==> src/rtl/shift_add_multiplier_pkg.sv <==
// rtl/shift_add_multiplier_pkg.sv - shared FSM state type and sizing constants for the shift-add multiplier
package shift_add_multiplier_pkg;

  localparam int OP_W       = 4;
  localparam int PROD_W     = 8;
  localparam int ITERATIONS = 4;

  // Terminal count of the 2-bit iteration counter
  localparam logic [1:0] LAST_ITER = 2'(ITERATIONS - 1);

  typedef enum logic [1:0] {
    IDLE = 2'd0,
    RUN  = 2'd1,
    DONE = 2'd2
  } state_t;

endpackage

==> src/rtl/shift_add_multiplier_cla.sv <==
// rtl/shift_add_multiplier_cla.sv - 4-bit carry-lookahead adder used for the accumulate step
module CLA_adder
  import shift_add_multiplier_pkg::*;
(
  input  logic [OP_W-1:0] A,
  input  logic [OP_W-1:0] B,
  input  logic            CarryIn0,
  output logic [OP_W-1:0] Sum,
  output logic            carry_out
);

  logic [OP_W-1:0] w_g;
  logic [OP_W-1:0] w_p;
  logic [OP_W:0]   w_c;

  assign w_g = A & B;
  assign w_p = A ^ B;

  // Every carry is a flat sum-of-products of generate/propagate terms, no ripple
  assign w_c[0] = CarryIn0;
  assign w_c[1] = w_g[0] | (w_p[0] & w_c[0]);
  assign w_c[2] = w_g[1] | (w_p[1] & w_g[0]) | (w_p[1] & w_p[0] & w_c[0]);
  assign w_c[3] = w_g[2] | (w_p[2] & w_g[1]) | (w_p[2] & w_p[1] & w_g[0])
                | (w_p[2] & w_p[1] & w_p[0] & w_c[0]);
  assign w_c[4] = w_g[3] | (w_p[3] & w_g[2]) | (w_p[3] & w_p[2] & w_g[1])
                | (w_p[3] & w_p[2] & w_p[1] & w_g[0])
                | (w_p[3] & w_p[2] & w_p[1] & w_p[0] & w_c[0]);

  assign Sum       = w_p ^ w_c[OP_W-1:0];
  assign carry_out = w_c[OP_W];

endmodule

==> src/rtl/shift_add_multiplier.sv <==
// rtl/shift_add_multiplier.sv - sequential 4x4 unsigned shift-add multiplier, one iteration per clock
module shift_add_multiplier
  import shift_add_multiplier_pkg::*;
(
  input  logic              clk,
  input  logic              rst_n,
  input  logic              start,
  input  logic [OP_W-1:0]   a,
  input  logic [OP_W-1:0]   b,
  output logic              busy,
  output logic              done,
  output logic [PROD_W-1:0] product
);

  state_t              r_state;
  logic [OP_W-1:0]     r_m;
  logic [OP_W-1:0]     r_q;
  logic [OP_W-1:0]     r_acc;
  logic [1:0]          r_count;
  logic [PROD_W-1:0]   r_product;
  logic                r_done;

  logic [OP_W-1:0]     w_sum;
  logic                w_carry;
  logic                w_c_next;
  logic [OP_W-1:0]     w_acc_pre;
  logic [OP_W-1:0]     w_acc_shift;
  logic [OP_W-1:0]     w_q_shift;

  CLA_adder u_cla (
    .A         (r_acc),
    .B         (r_m),
    .CarryIn0  (1'b0),
    .Sum       (w_sum),
    .carry_out (w_carry)
  );

  // Add-or-hold, then shift {C,ACC,Q} right; C re-enters as the new ACC MSB
  assign w_c_next    = r_q[0] ? w_carry : 1'b0;
  assign w_acc_pre   = r_q[0] ? w_sum   : r_acc;
  assign w_acc_shift = {w_c_next, w_acc_pre[OP_W-1:1]};
  assign w_q_shift   = {w_acc_pre[0], r_q[OP_W-1:1]};

  always_ff @(posedge clk or negedge rst_n) begin
    if (!rst_n) begin
      r_state   <= IDLE;
      r_m       <= '0;
      r_q       <= '0;
      r_acc     <= '0;
      r_count   <= '0;
      r_product <= '0;
      r_done    <= 1'b0;
    end else begin
      case (r_state)
        IDLE: begin
          r_done <= 1'b0;
          if (start) begin
            r_m     <= a;
            r_q     <= b;
            r_acc   <= '0;
            r_count <= '0;
            r_state <= RUN;
          end
        end
        RUN: begin
          r_acc   <= w_acc_shift;
          r_q     <= w_q_shift;
          r_count <= r_count + 2'd1;
          if (r_count == LAST_ITER) begin
            r_product <= {w_acc_shift, w_q_shift};
            r_done    <= 1'b1;
            r_state   <= DONE;
          end
        end
        DONE: begin
          r_done  <= 1'b0;
          r_state <= IDLE;
        end
        default: begin
          r_done  <= 1'b0;
          r_state <= IDLE;
        end
      endcase
    end
  end

  assign busy    = (r_state == RUN) || (r_state == DONE);
  assign done    = r_done;
  assign product = r_product;

endmodule

==> config.mk <==
export PLATFORM = sky130hd
export DESIGN_NAME = shift_add_multiplier
export DESIGN_NICKNAME = d
export VERILOG_FILES = /design/src/rtl/shift_add_multiplier_pkg.sv /design/src/rtl/shift_add_multiplier_cla.sv /design/src/rtl/shift_add_multiplier.sv
export SDC_FILE = /design/constraint.sdc
export NUM_CORES = 1
export LEC_CHECK = 0
export BUFFER_PORTS_ARGS = -buffer_cell sky130_fd_sc_hd__buf_2
export CORE_ASPECT_RATIO = 0.5
export CORE_UTILIZATION = 30
export DETAILED_ROUTE_END_ITERATION = 10
export PLACE_DENSITY_LB_ADDON = 0.05
export SLEW_MARGIN = 20
export SYNTH_ARGS = -nofsm -noshare
export SYNTH_HDL_FRONTEND = slang
export SYNTH_SLANG_ARGS = --single-unit
==> constraint.sdc <==
create_clock -name clk -period 1.8 [get_ports clk]
set_input_delay 0.18 -clock clk [delete_from_list [all_inputs] [get_ports clk]]
set_output_delay 0.18 -clock clk [all_outputs]
set_load 0.03 [all_outputs]
==> results.py <==
metrics = {
    "run_status": {
        "status": "completed",
    },
    "timing": {
        "fin_skew_ns": 0.00372,
        "tightest_slew_ns": 0.591,
        "rsz0062_at_grt": "false",
        "slew_viol_final": 0,
        "min_period_ns": 1.68,
        "relSlewSlack_pct": 60.6,
        "fin_crit_sh_pct": 93.2,
        "hold_violations": 0,
        "fmax_mhz": 596,
        "setup_viol": 0,
        "setup_tns_ns": 0,
    },
    "final_layout": {
        "nets": 155,
        "final_cell_mix": "dfrtp_1, nand2_1, buf_2, o21ai_0, ha_1",
        "utilization_pct": 39.3,
        "area_growth_pct": 18.3,
        "final_common_cell": "dfrtp_1",
        "antenna_cells": 0,
        "drive_gt1_share_pct": 27.8,
    },
    "global_routing": {
        "gr-usage-all-layers_pct": 12.6,
        "grt_pass1_vias": 787,
        "gr-total-overflow": 0,
        "grt_start_max_net_pins": 26,
        "grt_first_pass_wirelength_um": 3980,
        "antenna_found_initial": 0,
    },
    "worst_setup_path": {
        "max_stage_delay_ns": 0.41,
        "crit_slowest_cell": "dfrtp_1",
        "worstPathCellList": "ha_1 > and3_4 > or3_1 > a31oi_1 > o21ai_0",
        "end_kind": "flop",
        "required_ns": 1.96,
        "start_kind": "flop",
        "critPathKind": "flop to flop",
        "arrival_ns": 1.84,
        "crit_fanout": 3,
    },
    "die": {
        "die-area_um2": 4310,
        "rows": 15,
        "die_h_um": 46.9,
        "io_pins": 21,
        "fp.coreArea_um2": 3640,
        "start_util_pct": 33.2,
        "die_w_um": 91.8,
    },
    "power": {
        "combPwrFrac_pct": 46.6,
        "power_switching_uw": 991,
        "p_int_uw": 1410,
        "switching_share_pct": 41.3,
        "ir_drop_mv": 0.668,
        "power.leakage_uw": 0.000700,
        "power_frac_seq_pct": 38.9,
        "power_density_nw_per_um2": 1680,
        "p_clk_share_pct": 14.4,
    },
    "synthesis": {
        "synth-simple-area-share_pct": 8.79,
        "synth_nets": 130,
        "synth.ff_latch_count": 25,
        "muxShareOfSynthArea_pct": 12.4,
        "ys_seq_area_share_pct": 51.7,
        "ys_types": 21,
        "netlist_area_um2": 1210,
        "synth_top_family_by_area": "multiplexers",
        "avgSynthCellArea_um2": 11.1,
        "synth_xor_area_share_pct": 0.724,
        "synthAdderAreaFrac_pct": 11.0,
        "synth-compound-area-share_pct": 11.6,
        "yosysWarnings": 0,
        "synthCells": 109,
    },
    "cts": {
        "numCtsBuffers": 3,
        "clk_pin_slew_ns": 0.09,
        "postCtsHoldBufs": 1,
        "clk_latency_ns": 0.27,
        "cts_setup_buffers": 0,
        "cts_root_buffer": "clkbuf_8",
        "cts_tree": "done",
        "cts_max_level": 1,
        "clockBufferDepth": 2,
        "clock-sinks": 25,
        "post_cts_resized": 0,
    },
    "routing": {
        "drt_iter0_markers": 13,
        "antenna_left": 0,
        "dr.pass1.iters": 3,
        "drc_errors": 0,
        "vias": 820,
        "viasPerCell": 4.46,
        "wire_per_inst_um": 12.6,
        "drt_wl_total_um": 2320,
    },
    "placed_design": {
        "finalWeightedCongestion": 0.718,
        "dp_hpwl_um": 1730,
        "numPortBuffers": 20,
    },
    "min_path": {
        "hp-class": "input pin to flop",
    },
    "flow_run": {
        "cap_violations": 0,
    },
}
state kept, by name (all words and copies together), names as in the netlist:
name     flops
r_count      2
r_acc        4
product      8
r_m          4
done         1
r_q          4
r_state      2
cells in the mapped netlist:
library cell  instances  area (um2)
dfrtp_1              25         626
nand2_1              20        75.1
o21ai_0              14        70.1
ha_1                  9         113
mux2_2                8        90.1
inv_1                 7        26.3
mux2i_1               6        60.1
buf_2                 4        20.0
o21ai_1               4        20.0
a21bo_2               1        10.0
a21boi_1              1        7.51
a21o_2                1        8.76
a31oi_1               1        6.26
a32o_1                1        10.0
and2b_1               1        7.51
and3_4                1        11.3
fa_1                  1        20.0
nand2b_1              1        6.26
o21a_1                1        7.51
or3_1                 1        6.26
xnor2_1               1        8.76
per-stage QoR:
step	instances	cell area (um2)	setup WS [ns]	power (uW)	hold WS [ns]
after global placement	179	1380	0.137	2070	0.229
after detailed placement	179	1380	0.141	2080	0.228
after CTS	184	1430	0.125	2440	0.127
final	184	1430	0.123	2400	0.134
after global routing	184	1430	0.0118	2620	0.132
after floorplan	109	1210	0.223	1770	-0.116
worst paths after layout:
kind	from	to	slack, ns	cells past startpoint
max in group asynchronous	rst_n	r_q[0]$_DFFE_PN0P_	0.97	2
min reg2reg	done$_DFFE_PN0P_	done$_DFFE_PN0P_	0.48	1
min	a[0]	r_m[0]$_DFFE_PN0P_	0.13	2
max reg2reg	r_acc[2]$_DFFE_PN0P_	r_acc[2]$_DFFE_PN0P_	0.12	5
min in group asynchronous	rst_n	r_state[0]$_DFFE_PN0P_	0.44	2
max	r_acc[2]$_DFFE_PN0P_	r_acc[2]$_DFFE_PN0P_	0.12	5
critical path: cells and delay by family, from the launching register on:
kind	cells	cell delay [ns]
AO/OA/AOI/OAI	2	0.32
adder cells (fa/ha/maj)	1	0.33
AND/OR/NAND/NOR	2	0.51
flip-flops	1	0.41
power groups by stage:
stage / clock network (uW) / logic (uW) / registers, uW
detailed placement: 0 / 1130 / 949
CTS: 365 / 1140 / 938
global route: 388 / 1270 / 968
floorplan: 0 / 749 / 1020
finish: 346 / 1120 / 934
global placement: 0 / 1130 / 945
layer usage:
layer | vias up | track usage [%] | share of wire [%]
met4 | 0 | 3.75 | 0.35
met5 | - | 0 | 0
met1 | 393 | 17.4 | 54
met2 | 12 | 19.2 | 42
li1 | 413 | - | -
met3 | 2 | 4.05 | 3.4
cell families after synthesis:
logic type	count (synthesis)
AOI/OAI and AO/OA	24
muxes	14
buffers and inverters	11
and+or+nand+nor	24
DFF	25
adders and majority gates	10
xor gates and xnor gates	1
cell type report:
cell class | instances | area (um2)
clock buffers | 4 | 45.0
fillers | 377 | 2210
inverters | 7 | 26.3
multi-input cells | 73 | 538
flip-flops and latches | 25 | 626
well taps | 51 | 63.8
repair buffers | 24 | 133
No activity file was read; power rests on OpenSTA's default activity.
